### src/rtl/instruction_fetcher_if.sv
// Fetch-side bus bundle: memory request/response channel plus the decoder instruction channel.
// The fetcher drives it through the master modport; memory and decoder sit on the slave side.
interface instruction_fetcher_if;
  logic        mem_req_valid;
  logic [31:0] mem_req_addr;
  logic        mem_resp_valid;
  logic [31:0] mem_resp_data;
  logic        dec_ins_ready;
  logic [31:0] dec_ins;
  logic [31:0] dec_pc;
  logic [31:0] dec_predict_nxt_pc;
  logic        dec_stall;
  logic        dec_clear;
  logic [31:0] dec_new_addr;

  modport master (
    output mem_req_valid, mem_req_addr,
    input  mem_resp_valid, mem_resp_data,
    output dec_ins_ready, dec_ins, dec_pc, dec_predict_nxt_pc,
    input  dec_stall, dec_clear, dec_new_addr
  );

  modport slave (
    input  mem_req_valid, mem_req_addr,
    output mem_resp_valid, mem_resp_data,
    input  dec_ins_ready, dec_ins, dec_pc, dec_predict_nxt_pc,
    output dec_stall, dec_clear, dec_new_addr
  );
endinterface

### src/rtl/instruction_fetcher.sv
// RV32IC fetch unit: one request at a time, bimodal branch prediction, static JAL/C.J
// following, and a single registered instruction slot presented to the decoder.
module instruction_fetcher #(
  parameter int          BHT_BITS = 6,
  parameter logic [31:0] RESET_PC = 32'h0
) (
  input  logic                         clk_in,
  input  logic                         rst_in,
  input  logic                         rdy_in,
  instruction_fetcher_if.master        bus,
  input  logic                         rob_clear,
  input  logic [31:0]                  rob_new_pc,
  input  logic                         br_update_valid,
  input  logic [31:0]                  br_update_pc,
  input  logic                         br_update_taken
);

  localparam int BHT_SIZE = 2 ** BHT_BITS;

  typedef enum logic [1:0] {
    ST_FETCH     = 2'd0,
    ST_PRESENT   = 2'd1,
    ST_WAIT_JALR = 2'd2,
    ST_DISCARD   = 2'd3
  } state_e;

  function automatic logic [31:0] imm_j(input logic [31:0] w);
    return {{12{w[31]}}, w[19:12], w[20], w[30:21], 1'b0};
  endfunction

  function automatic logic [31:0] imm_b(input logic [31:0] w);
    return {{20{w[31]}}, w[7], w[30:25], w[11:8], 1'b0};
  endfunction

  function automatic logic [31:0] imm_cj(input logic [31:0] w);
    return {{21{w[12]}}, w[8], w[10:9], w[6], w[7], w[2], w[11], w[5:3], 1'b0};
  endfunction

  function automatic logic [31:0] imm_cb(input logic [31:0] w);
    return {{24{w[12]}}, w[6:5], w[2], w[11:10], w[4:3], 1'b0};
  endfunction

  function automatic logic [1:0] sat_update(input logic [1:0] cnt, input logic taken);
    logic [1:0] res;
    if (taken) begin
      res = (cnt == 2'b11) ? cnt : cnt + 2'b01;
    end else begin
      res = (cnt == 2'b00) ? cnt : cnt - 2'b01;
    end
    return res;
  endfunction

  state_e      state_r;
  logic [31:0] fetch_pc_r;
  logic        req_valid_r;
  logic [31:0] req_addr_r;
  logic        ins_ready_r;
  logic [31:0] ins_r;
  logic [31:0] pc_out_r;
  logic [31:0] nxt_r;
  logic        jalr_r;
  logic [1:0]  bht_r [0:BHT_SIZE-1];

  logic [31:0]         word_s;
  logic                is_comp_s;
  logic                is_cq1_s;
  logic [2:0]          funct3_s;
  logic [31:0]         seq_pc_s;
  logic [31:0]         target_s;
  logic                taken_s;
  logic                jalr_s;
  logic [31:0]         nxt_s;
  logic [31:0]         ins_s;
  logic [BHT_BITS-1:0] lookup_idx_s;
  logic [BHT_BITS-1:0] upd_idx_s;
  logic                redirect_s;
  logic [31:0]         redirect_pc_s;
  logic                outstanding_s;
  logic                unused_s;

  assign unused_s = ^{br_update_pc[31:BHT_BITS+1], br_update_pc[0]};

  // Decode the returned word against the address it was fetched from.
  always_comb begin
    word_s       = bus.mem_resp_data;
    is_comp_s    = (word_s[1:0] != 2'b11);
    is_cq1_s     = (word_s[1:0] == 2'b01);
    funct3_s     = word_s[15:13];
    seq_pc_s     = req_addr_r + (is_comp_s ? 32'd2 : 32'd4);
    lookup_idx_s = req_addr_r[BHT_BITS:1];
    target_s     = seq_pc_s;
    taken_s      = 1'b0;
    jalr_s       = 1'b0;
    if (word_s[6:0] == 7'b1101111) begin
      target_s = req_addr_r + imm_j(word_s);
      taken_s  = 1'b1;
    end else if (is_cq1_s && (funct3_s == 3'b101 || funct3_s == 3'b001)) begin
      target_s = req_addr_r + imm_cj(word_s);
      taken_s  = 1'b1;
    end else if (word_s[6:0] == 7'b1100011) begin
      target_s = req_addr_r + imm_b(word_s);
      taken_s  = bht_r[lookup_idx_s][1];
    end else if (is_cq1_s && funct3_s[2:1] == 2'b11) begin
      target_s = req_addr_r + imm_cb(word_s);
      taken_s  = bht_r[lookup_idx_s][1];
    end else if ((word_s[6:0] == 7'b1100111) ||
                 (word_s[1:0] == 2'b10 && funct3_s == 3'b100 &&
                  word_s[6:2] == 5'd0 && word_s[11:7] != 5'd0)) begin
      jalr_s = 1'b1;
    end else begin
      taken_s = 1'b0;
    end
    nxt_s = taken_s ? target_s : seq_pc_s;
    ins_s = is_comp_s ? {16'h0000, word_s[15:0]} : word_s;
  end

  // A request still in flight must be drained before the redirect target can be fetched.
  always_comb begin
    redirect_s    = rob_clear || bus.dec_clear;
    redirect_pc_s = rob_clear ? rob_new_pc : bus.dec_new_addr;
    upd_idx_s     = br_update_pc[BHT_BITS:1];
    outstanding_s = (state_r == ST_FETCH || state_r == ST_DISCARD) &&
                    req_valid_r && !bus.mem_resp_valid;
  end

  // Fetch control FSM with registered memory and decoder outputs.
  always_ff @(posedge clk_in or negedge rst_in) begin
    if (!rst_in) begin
      state_r     <= ST_FETCH;
      fetch_pc_r  <= RESET_PC;
      req_valid_r <= 1'b0;
      req_addr_r  <= RESET_PC;
      ins_ready_r <= 1'b0;
      ins_r       <= 32'h0;
      pc_out_r    <= 32'h0;
      nxt_r       <= 32'h0;
      jalr_r      <= 1'b0;
    end else if (rdy_in) begin
      if (redirect_s) begin
        fetch_pc_r  <= redirect_pc_s;
        ins_ready_r <= 1'b0;
        if (outstanding_s) begin
          state_r <= ST_DISCARD;
        end else begin
          state_r     <= ST_FETCH;
          req_valid_r <= 1'b1;
          req_addr_r  <= redirect_pc_s;
        end
      end else begin
        case (state_r)
          ST_FETCH: begin
            if (!req_valid_r) begin
              req_valid_r <= 1'b1;
              req_addr_r  <= fetch_pc_r;
            end else if (bus.mem_resp_valid) begin
              req_valid_r <= 1'b0;
              ins_ready_r <= 1'b1;
              ins_r       <= ins_s;
              pc_out_r    <= {req_addr_r[31:1], taken_s};
              nxt_r       <= nxt_s;
              jalr_r      <= jalr_s;
              state_r     <= ST_PRESENT;
            end
          end
          ST_PRESENT: begin
            if (!bus.dec_stall) begin
              ins_ready_r <= 1'b0;
              if (jalr_r) begin
                state_r <= ST_WAIT_JALR;
              end else begin
                fetch_pc_r  <= nxt_r;
                req_valid_r <= 1'b1;
                req_addr_r  <= nxt_r;
                state_r     <= ST_FETCH;
              end
            end
          end
          ST_WAIT_JALR: begin
            state_r <= ST_WAIT_JALR;
          end
          ST_DISCARD: begin
            if (bus.mem_resp_valid) begin
              req_valid_r <= 1'b1;
              req_addr_r  <= fetch_pc_r;
              state_r     <= ST_FETCH;
            end
          end
          default: begin
            state_r <= ST_FETCH;
          end
        endcase
      end
    end
  end

  // Bimodal predictor training; same-cycle lookups read the pre-update counter.
  always_ff @(posedge clk_in or negedge rst_in) begin
    if (!rst_in) begin
      bht_r <= '{default: 2'b01};
    end else if (rdy_in && br_update_valid) begin
      bht_r[upd_idx_s] <= sat_update(bht_r[upd_idx_s], br_update_taken);
    end
  end

  assign bus.mem_req_valid      = req_valid_r;
  assign bus.mem_req_addr       = req_addr_r;
  assign bus.dec_ins_ready      = ins_ready_r;
  assign bus.dec_ins            = ins_r;
  assign bus.dec_pc             = pc_out_r;
  assign bus.dec_predict_nxt_pc = nxt_r;

endmodule
### src/flat_wrapper.sv
// flat-port wrapper written by rule: the top's interface ports become plain ports
module instruction_fetcher_flat 
#(
  parameter int          BHT_BITS = 6,
  parameter logic [31:0] RESET_PC = 32'h0
)
  (clk_in, rst_in, rdy_in, rob_clear, rob_new_pc, br_update_valid, br_update_pc, br_update_taken, bus_mem_req_valid, bus_mem_req_addr, bus_mem_resp_valid, bus_mem_resp_data, bus_dec_ins_ready, bus_dec_ins, bus_dec_pc, bus_dec_predict_nxt_pc, bus_dec_stall, bus_dec_clear, bus_dec_new_addr);
  instruction_fetcher_if bus_i ();
  input  logic clk_in;
  input  logic rst_in;
  input  logic rdy_in;
  input  logic rob_clear;
  input  logic [31:0] rob_new_pc;
  input  logic br_update_valid;
  input  logic [31:0] br_update_pc;
  input  logic br_update_taken;
  output wire logic [$bits(bus_i.mem_req_valid)-1:0] bus_mem_req_valid;
  output wire logic [$bits(bus_i.mem_req_addr)-1:0] bus_mem_req_addr;
  input wire logic [$bits(bus_i.mem_resp_valid)-1:0] bus_mem_resp_valid;
  input wire logic [$bits(bus_i.mem_resp_data)-1:0] bus_mem_resp_data;
  output wire logic [$bits(bus_i.dec_ins_ready)-1:0] bus_dec_ins_ready;
  output wire logic [$bits(bus_i.dec_ins)-1:0] bus_dec_ins;
  output wire logic [$bits(bus_i.dec_pc)-1:0] bus_dec_pc;
  output wire logic [$bits(bus_i.dec_predict_nxt_pc)-1:0] bus_dec_predict_nxt_pc;
  input wire logic [$bits(bus_i.dec_stall)-1:0] bus_dec_stall;
  input wire logic [$bits(bus_i.dec_clear)-1:0] bus_dec_clear;
  input wire logic [$bits(bus_i.dec_new_addr)-1:0] bus_dec_new_addr;
  assign bus_mem_req_valid = bus_i.mem_req_valid;
  assign bus_mem_req_addr = bus_i.mem_req_addr;
  assign bus_i.mem_resp_valid = bus_mem_resp_valid;
  assign bus_i.mem_resp_data = bus_mem_resp_data;
  assign bus_dec_ins_ready = bus_i.dec_ins_ready;
  assign bus_dec_ins = bus_i.dec_ins;
  assign bus_dec_pc = bus_i.dec_pc;
  assign bus_dec_predict_nxt_pc = bus_i.dec_predict_nxt_pc;
  assign bus_i.dec_stall = bus_dec_stall;
  assign bus_i.dec_clear = bus_dec_clear;
  assign bus_i.dec_new_addr = bus_dec_new_addr;
  instruction_fetcher #(.BHT_BITS(BHT_BITS), .RESET_PC(RESET_PC)) u_core (.clk_in(clk_in), .rst_in(rst_in), .rdy_in(rdy_in), .bus(bus_i), .rob_clear(rob_clear), .rob_new_pc(rob_new_pc), .br_update_valid(br_update_valid), .br_update_pc(br_update_pc), .br_update_taken(br_update_taken));
endmodule
### config.mk
export PLATFORM = sky130hd
export DESIGN_NAME = instruction_fetcher_flat
export DESIGN_NICKNAME = d
export VERILOG_FILES = /design/src/rtl/instruction_fetcher_if.sv /design/src/rtl/instruction_fetcher.sv /design/src/flat_wrapper.sv
export SDC_FILE = /design/constraint.sdc
export NUM_CORES = 1
export LEC_CHECK = 0
export ABC_AREA = 1
export CORE_MARGIN = 2
export CORE_UTILIZATION = 59
export CTS_BUF_LIST = sky130_fd_sc_hd__clkbuf_2
export DETAILED_ROUTE_END_ITERATION = 6
export GPL_TIMING_DRIVEN = 0
export HOLD_SLACK_MARGIN = 0.15
export PLACE_DENSITY = 0.84
export SLEW_MARGIN = 20
export SYNTH_ARGS = -nofsm -noshare
export SYNTH_HDL_FRONTEND = slang
export SYNTH_SLANG_ARGS = --single-unit
### constraint.sdc
create_clock -name clk_in -period 3.56 [get_ports clk_in]
set_input_delay 0.89 -clock clk_in [delete_from_list [all_inputs] [get_ports clk_in]]
set_output_delay 0.89 -clock clk_in [all_outputs]
set_load 0.02 [all_outputs]
# Word level (Yosys, flattened, before mapping)
# Cells that the tools add are included.
[word_totals]
regBits = 293
input_bits = 137
output_inout_bits = 130
[classes]
add_sub_neg = 7
n_lt_le_gt_ge = 3
n_eq_ne = 23
n_mux = 59
n_bitwise = 3
reduce_logical = 27
[op_table]
columns = ["operator", "count"]
rows = [
  ["2-to-1 mux 32 bit", 15],
  ["adder 32 bit", 5],
  ["bitwise mux 128 bit", 1],
  ["case mux 32 bit (3 select lines)", 1],
  ["2-to-1 mux 2 bit", 16],
  ["binary-select mux 2 bit (select 6 bit)", 2],
  ["equality test 7 bit (second input constant)", 3],
  ["2-to-1 mux 1 bit", 19],
  ["AND reduction 5 bit", 3],
  ["greater-or-equal comparator 7 bit (second input constant)", 2],
  ["NOT 6 -> 7 bit", 2],
  ["demux 2 bit (select 6 bit)", 1],
  ["equality test 2 bit (second input constant)", 5],
  ["logical AND 1 bit", 9],
  ["!= test 3 x 2 -> 1 bit (second input constant)", 3],
  ["case mux 2 bit (4 select lines)", 1],
  ["< comparator 7 x 1 -> 1 bit (second input constant)", 1],
  ["AND reduction 7 bit", 1],
  ["equality test 3 bit (second input constant)", 2],
  ["!= test 2 bit (second input constant)", 3],
  ["!= test 3 bit (second input constant)", 2],
  ["AND reduction 6 bit", 1],
  ["zero test 5 bit", 1],
  ["nonzero test 5 bit", 1],
  ["17 further kinds", 22],
]

# Longest topological paths before layout
[depth]
word_depth = 10
mapped_depth = 22
ltp_nobuf = 21

# Least setup slack after synthesis
# Ideal clock, no wire load.
[synth_timing]
path_type = "input to register"
startpoint = "in bus_mem_resp_data[0]"
endpoint = "reg u_core.nxt_r[25], in the netlist u_core.bus.dec_predict_nxt_pc[25]"
setup_time_ns = 0.066
arrival_time_ns = 3.185
t_required_ns = 3.494
path_slack_ns = 0.310
stages = 19
n_path_buf = 1
cell_sequence = "nand2_1 inv_2 clkbuf_1 fa_1 nand3_1 nor2_1 nand2_1 nor2_2 nand2_1 nor3_1 xor2_1 nand2_1 nand3_1 nand2_1 nand2_1 nand2_1 nand2_1 nand2_1 nand2_1"
[synth_between]
elab_chain_cells = 8
word_cells_on_any_way = 17
[synth_lines]
columns = ["item", "line_no", "source"]
rows = [
  ["from (decl)", "flat_wrapper.sv:20", "input wire logic [$bits(bus_i.mem_resp_data)-1:0] bus_mem_resp_data;"],
  ["!= test 2 bit", "instruction_fetcher.sv:86", "is_comp_s = (word_s[1:0] != 2'b11);"],
  ["2-to-1 mux 3 bit", "instruction_fetcher.sv:89", "seq_pc_s = req_addr_r + (is_comp_s ? 32'd2 : 32'd4);"],
  ["adder 32 bit", "instruction_fetcher.sv:89", ""],
  ["2-to-1 mux 32 bit", "instruction_fetcher.sv:103", "end else if (is_cq1_s && funct3_s[2:1] == 2'b11) begin"],
  ["2-to-1 mux 32 bit", "instruction_fetcher.sv:100", "end else if (word_s[6:0] == 7'b1100011) begin"],
  ["2-to-1 mux 32 bit", "instruction_fetcher.sv:97", "end else if (is_cq1_s && (funct3_s == 3'b101 || funct3_s == 3'b001)) begin"],
  ["2-to-1 mux 32 bit", "instruction_fetcher.sv:94", "if (word_s[6:0] == 7'b1101111) begin"],
  ["2-to-1 mux 32 bit (*)", "instruction_fetcher.sv:113", "nxt_s = taken_s ? target_s : seq_pc_s;"],
  ["to (signal assigned)", "instruction_fetcher.sv:160", "nxt_r <= nxt_s;"],
  ["to (decl)", "instruction_fetcher.sv:60", "logic [31:0] nxt_r;"],
]
# Mark *: on every way between the ends. The rest lies on a longest branch, timed or not.
# A chain may end at the register's enable or synchronous reset.

# Worst setup path in the final report
[layout_timing]
startpoint = "reg u_core.req_addr_r[2], in the netlist u_core.bus.mem_req_addr[2]"
endpoint = "reg u_core.nxt_r[2], in the netlist u_core.bus.dec_predict_nxt_pc[2]"
[layout_between]
elab_chain_cells = 9
word_cells_on_any_way = 18
[layout_lines]
columns = ["item", "line_no", "source"]
rows = [
  ["from (decl)", "instruction_fetcher.sv:56", "logic [31:0] req_addr_r;"],
  ["from (signal assigned)", "instruction_fetcher.sv:147", "req_addr_r <= redirect_pc_s;"],
  ["from (signal assigned)", "instruction_fetcher.sv:154", "req_addr_r <= fetch_pc_r;"],
  ["from (signal assigned)", "instruction_fetcher.sv:173", "req_addr_r <= nxt_r;"],
  ["parallel branches: the longest is 8 deep, another holds adder 32 bit", "--", ""],
  ["2-to-1 mux 32 bit (*)", "instruction_fetcher.sv:113", ""],
]
# Every way passes the cells marked *. The select of a mux whose other input is x is not followed.

==> run summary <==
Chip Width: 199 microns
Clock transition at path regs: 0.12 ns
Worst Setup End Kind: register
Input/output buffers: 239
Commonest non-fill, non-tap cells in the layout: nand2_1 (1167), inv_1 (363), nor2_1 (340), nand3_1 (271), o21ai_0 (258)
Worst slew pin tran: 1.07 ns
Unrepaired setup endpoints after global routing: false
Hold Path Class: in2async
Clk Latency, worst-skew pair: 1.03 ns
Min setup slack post-route: 0.0935 ns
Nets: 4028
Post-synthesis sequential area ratio: 0.332
Total GRT Usage: 0.468
Tot Pwr: 0.0199 W
Cell area after synthesis: 0.0224 sq mm
Syn Nets: 3702
Initial Util: 0.596
Residual DRC count: 0
DP Wirelength: 72300 microns
Clk sinks: 293
CP max FO: 10
CTS tree: built
Peak Freq: 288 MHz
Vias in the first global route: 23900
Layout Skew: 0.0854 ns
Most common cell after layout, fill and taps aside: nand2_1
Peak VDD IR: 0.314 mV
Die Y: 199 microns
Total gr overflow: 0
CTS max path bufs: 3
CTS buffer count: 78
Vias/cell: 6.00
CP delay by family, top: simple AND/OR/NAND/NOR gates
Pin count of the biggest net entering global routing: 88
Fraction of layout cells with a size suffix above 1: 0.0825
Fin. Hold Viols: 0
Share of synthesized flip-flops with an asynchronous set or reset: 1.00
Max-slew headroom: 0.290
Synth cell types: 48
Final RePlAce weighted congestion: 1.10
Pre-CTS setup slack: -1.38 ns
Final setup fails: 0
Util after Layout: 0.700
Drt initial violations: 3199
First-pass GRT wire length: 138000 microns
Period utilization: 0.974
Outcome: finished clean
Yosys Warn Count: 0
Post-synth EDFFs: 0
Arr. time, crit path: 4.34 ns
Avg Cell Area, Syn: 6.42 sq um
Synthesis-stage register bit count: 293
Max incr delay on CP: 0.59 ns
Initial antenna violation count: 2
Filler Cell Count: 3360
Core Rows: 71
Crit path time final: 3.47 ns
Root Driver: clkbuf_2
Number of max-cap violations: 0
Number of H-tree levels: 3
Pwr Density: 758 mW/mm^2
CP Buf/Inv Count: 4
Boundary pin count: 267
Leakage power: 12.8 nW
Via count: 26300
DR WL/cell: 21.2 microns
Worst-path cell chain: buf_4 -> clkbuf_2 -> a21oi_1 -> o21ai_0 -> nand3_1 -> nand2_1 -> nand2_1 -> nand3_1 -> nand3_1 -> nand2_2 -> nand2_4 -> nand2_1 -> buf_4 -> buf_2 -> o21ai_0 -> o21ai_0
Synthesized instance count: 3480
WL final: 93000 microns
ANT nets after route: 0
Startpoint types: register
Area grow syn2layout: 17.5%
DRT Pass-1 Iters: 7
Kind of critical path: reg2reg
CP required: 4.43 ns
Slowest-stage cell, CP: dfrtp_4
Core Box Area: 0.0375 sq mm
Die ar.: 0.0395 sq mm
Ys flop type: dfrtp_1
Number of max-slew violations in the final report: 0
path summary, 6_finish.rpt:
kind | cells past startpoint | endpoint | startpoint | slack (ns)
max in group asynchronous | 4 | u_core.bus.mem_req_addr[2] | rst_in | 1.91
min in group clk_in | 2 | u_core.bht_r[110] | u_core.bht_r[110] | 0.47
worst max-delay path | 16 | u_core.bus.dec_predict_nxt_pc[2] | u_core.bus.mem_req_addr[2] | 0.09
worst max register to register | 16 | u_core.bus.dec_predict_nxt_pc[2] | u_core.bus.mem_req_addr[2] | 0.09
worst min register to register | 2 | u_core.bht_r[110] | u_core.bht_r[110] | 0.47
worst min-delay path | 2 | u_core.bus.dec_pc[19] | rst_in | 0.39
per-stage QoR:
step           cells  instance area (sq um)  TNS (ns)  hold slack, ns
2_1_floorplan   3480                  22400         0           0.446
3_3_place_gp    4230                  25400  -3051.24           0.454
3_5_place_dp    4233                  25500   -123.62           0.456
4_1_cts         4373                  26200         0           0.371
5_1_grt         4379                  26300         0           0.393
6_report        4379                  26300         0           0.391
sequential cells by signal, indices dropped and copies added (netlist names), named ones only:
register                       flops
u_core.bus.dec_predict_nxt_pc     32
u_core.bht_r                     128
u_core.bus.mem_req_addr           32
u_core.bus.dec_pc                 32
u_core.bus.mem_req_valid           1
u_core.bus.dec_ins_ready           1
u_core.state_r                     1
u_core.jalr_r                      1
u_core.fetch_pc_r                 32
u_core.bus.dec_ins                32
per-layer routing:
metal  global-route usage  vias to the layer above  routed length [microns]
li1                     -                    12100                        -
met1                0.581                    11800                    33700
met2                0.721                     1927                    40500
met3               0.0888                      504                    10400
met4                0.361                        0                     8470
met5                    0                        -                        0
synth_stat cells (all sizes together), types with 2 or more instances:
library cell     n  area [sq um]
o21bai          11          82.6
a211oi           2          15.0
o21a             8          60.1
nor4             8          50.1
nand4           29           181
nor2           343          1290
a22o             5          43.8
o2111ai          5          43.8
o2bb2ai          4          35.0
clkbuf          80           300
a21o             6          45.0
o21ai          268          1340
mux2            12           135
inv            375          1410
a311oi           3          26.3
nand2         1171          4400
and3             3          18.8
xor2            51           447
ha              81          1010
nand3          276          1400
o22ai            8          50.1
or2             17           106
dfstp           64          1680
dfrtp          229          5730
xnor2            6          52.6
fa               4          80.1
a21oi          206          1030
nand3b           2          15.0
a21boi           2          15.0
a31oi            9          56.3
o31ai            4          30.0
nor3            63           320
buf             53           264
a22oi           16           120
a221oi           5          43.8
o211ai          19           143
o221ai          29           254
cells by family after synthesis:
kind of cell    Yosys count  synth area share
simple gates           1913             0.349
mux                      12           0.00605
fa+ha+maj                85            0.0489
compound gates          611             0.154
buf+inv                 509            0.0884
flops                   293             0.332
xor+xnor                 57            0.0223
final cells by class:
cell class,count,area [sq um],area share
Clock buffer,121,606,0.0231
Tap cell,511,639,0.0243
Multi-Input combinational cell,2678,13000,0.495
Inverter,376,1420,0.0539
Timing Repair Buffer,249,2520,0.0962
Clock inverter,19,91.3,0.00348
Antenna cell,2,5.00,0.000191
Buffer,130,563,0.0214
Sequential cell,293,7420,0.282
report_power, final:
part	leakage (nW)	switching, W	internal [W]
sequential	3.59	0.00133	0.00419
clock	0.550	0.00152	0.000904
combinational	8.67	0.00781	0.00415
timing repair:
item	CTS	global route
setup endpoints to repair	28	126
cloned	0	0
hold buffers	1	0
resized for setup	12	22
pin swaps	0	0
setup buffers	0	6
hold endpoints to repair	46	0
No activity file was read; power rests on OpenSTA's default activity.
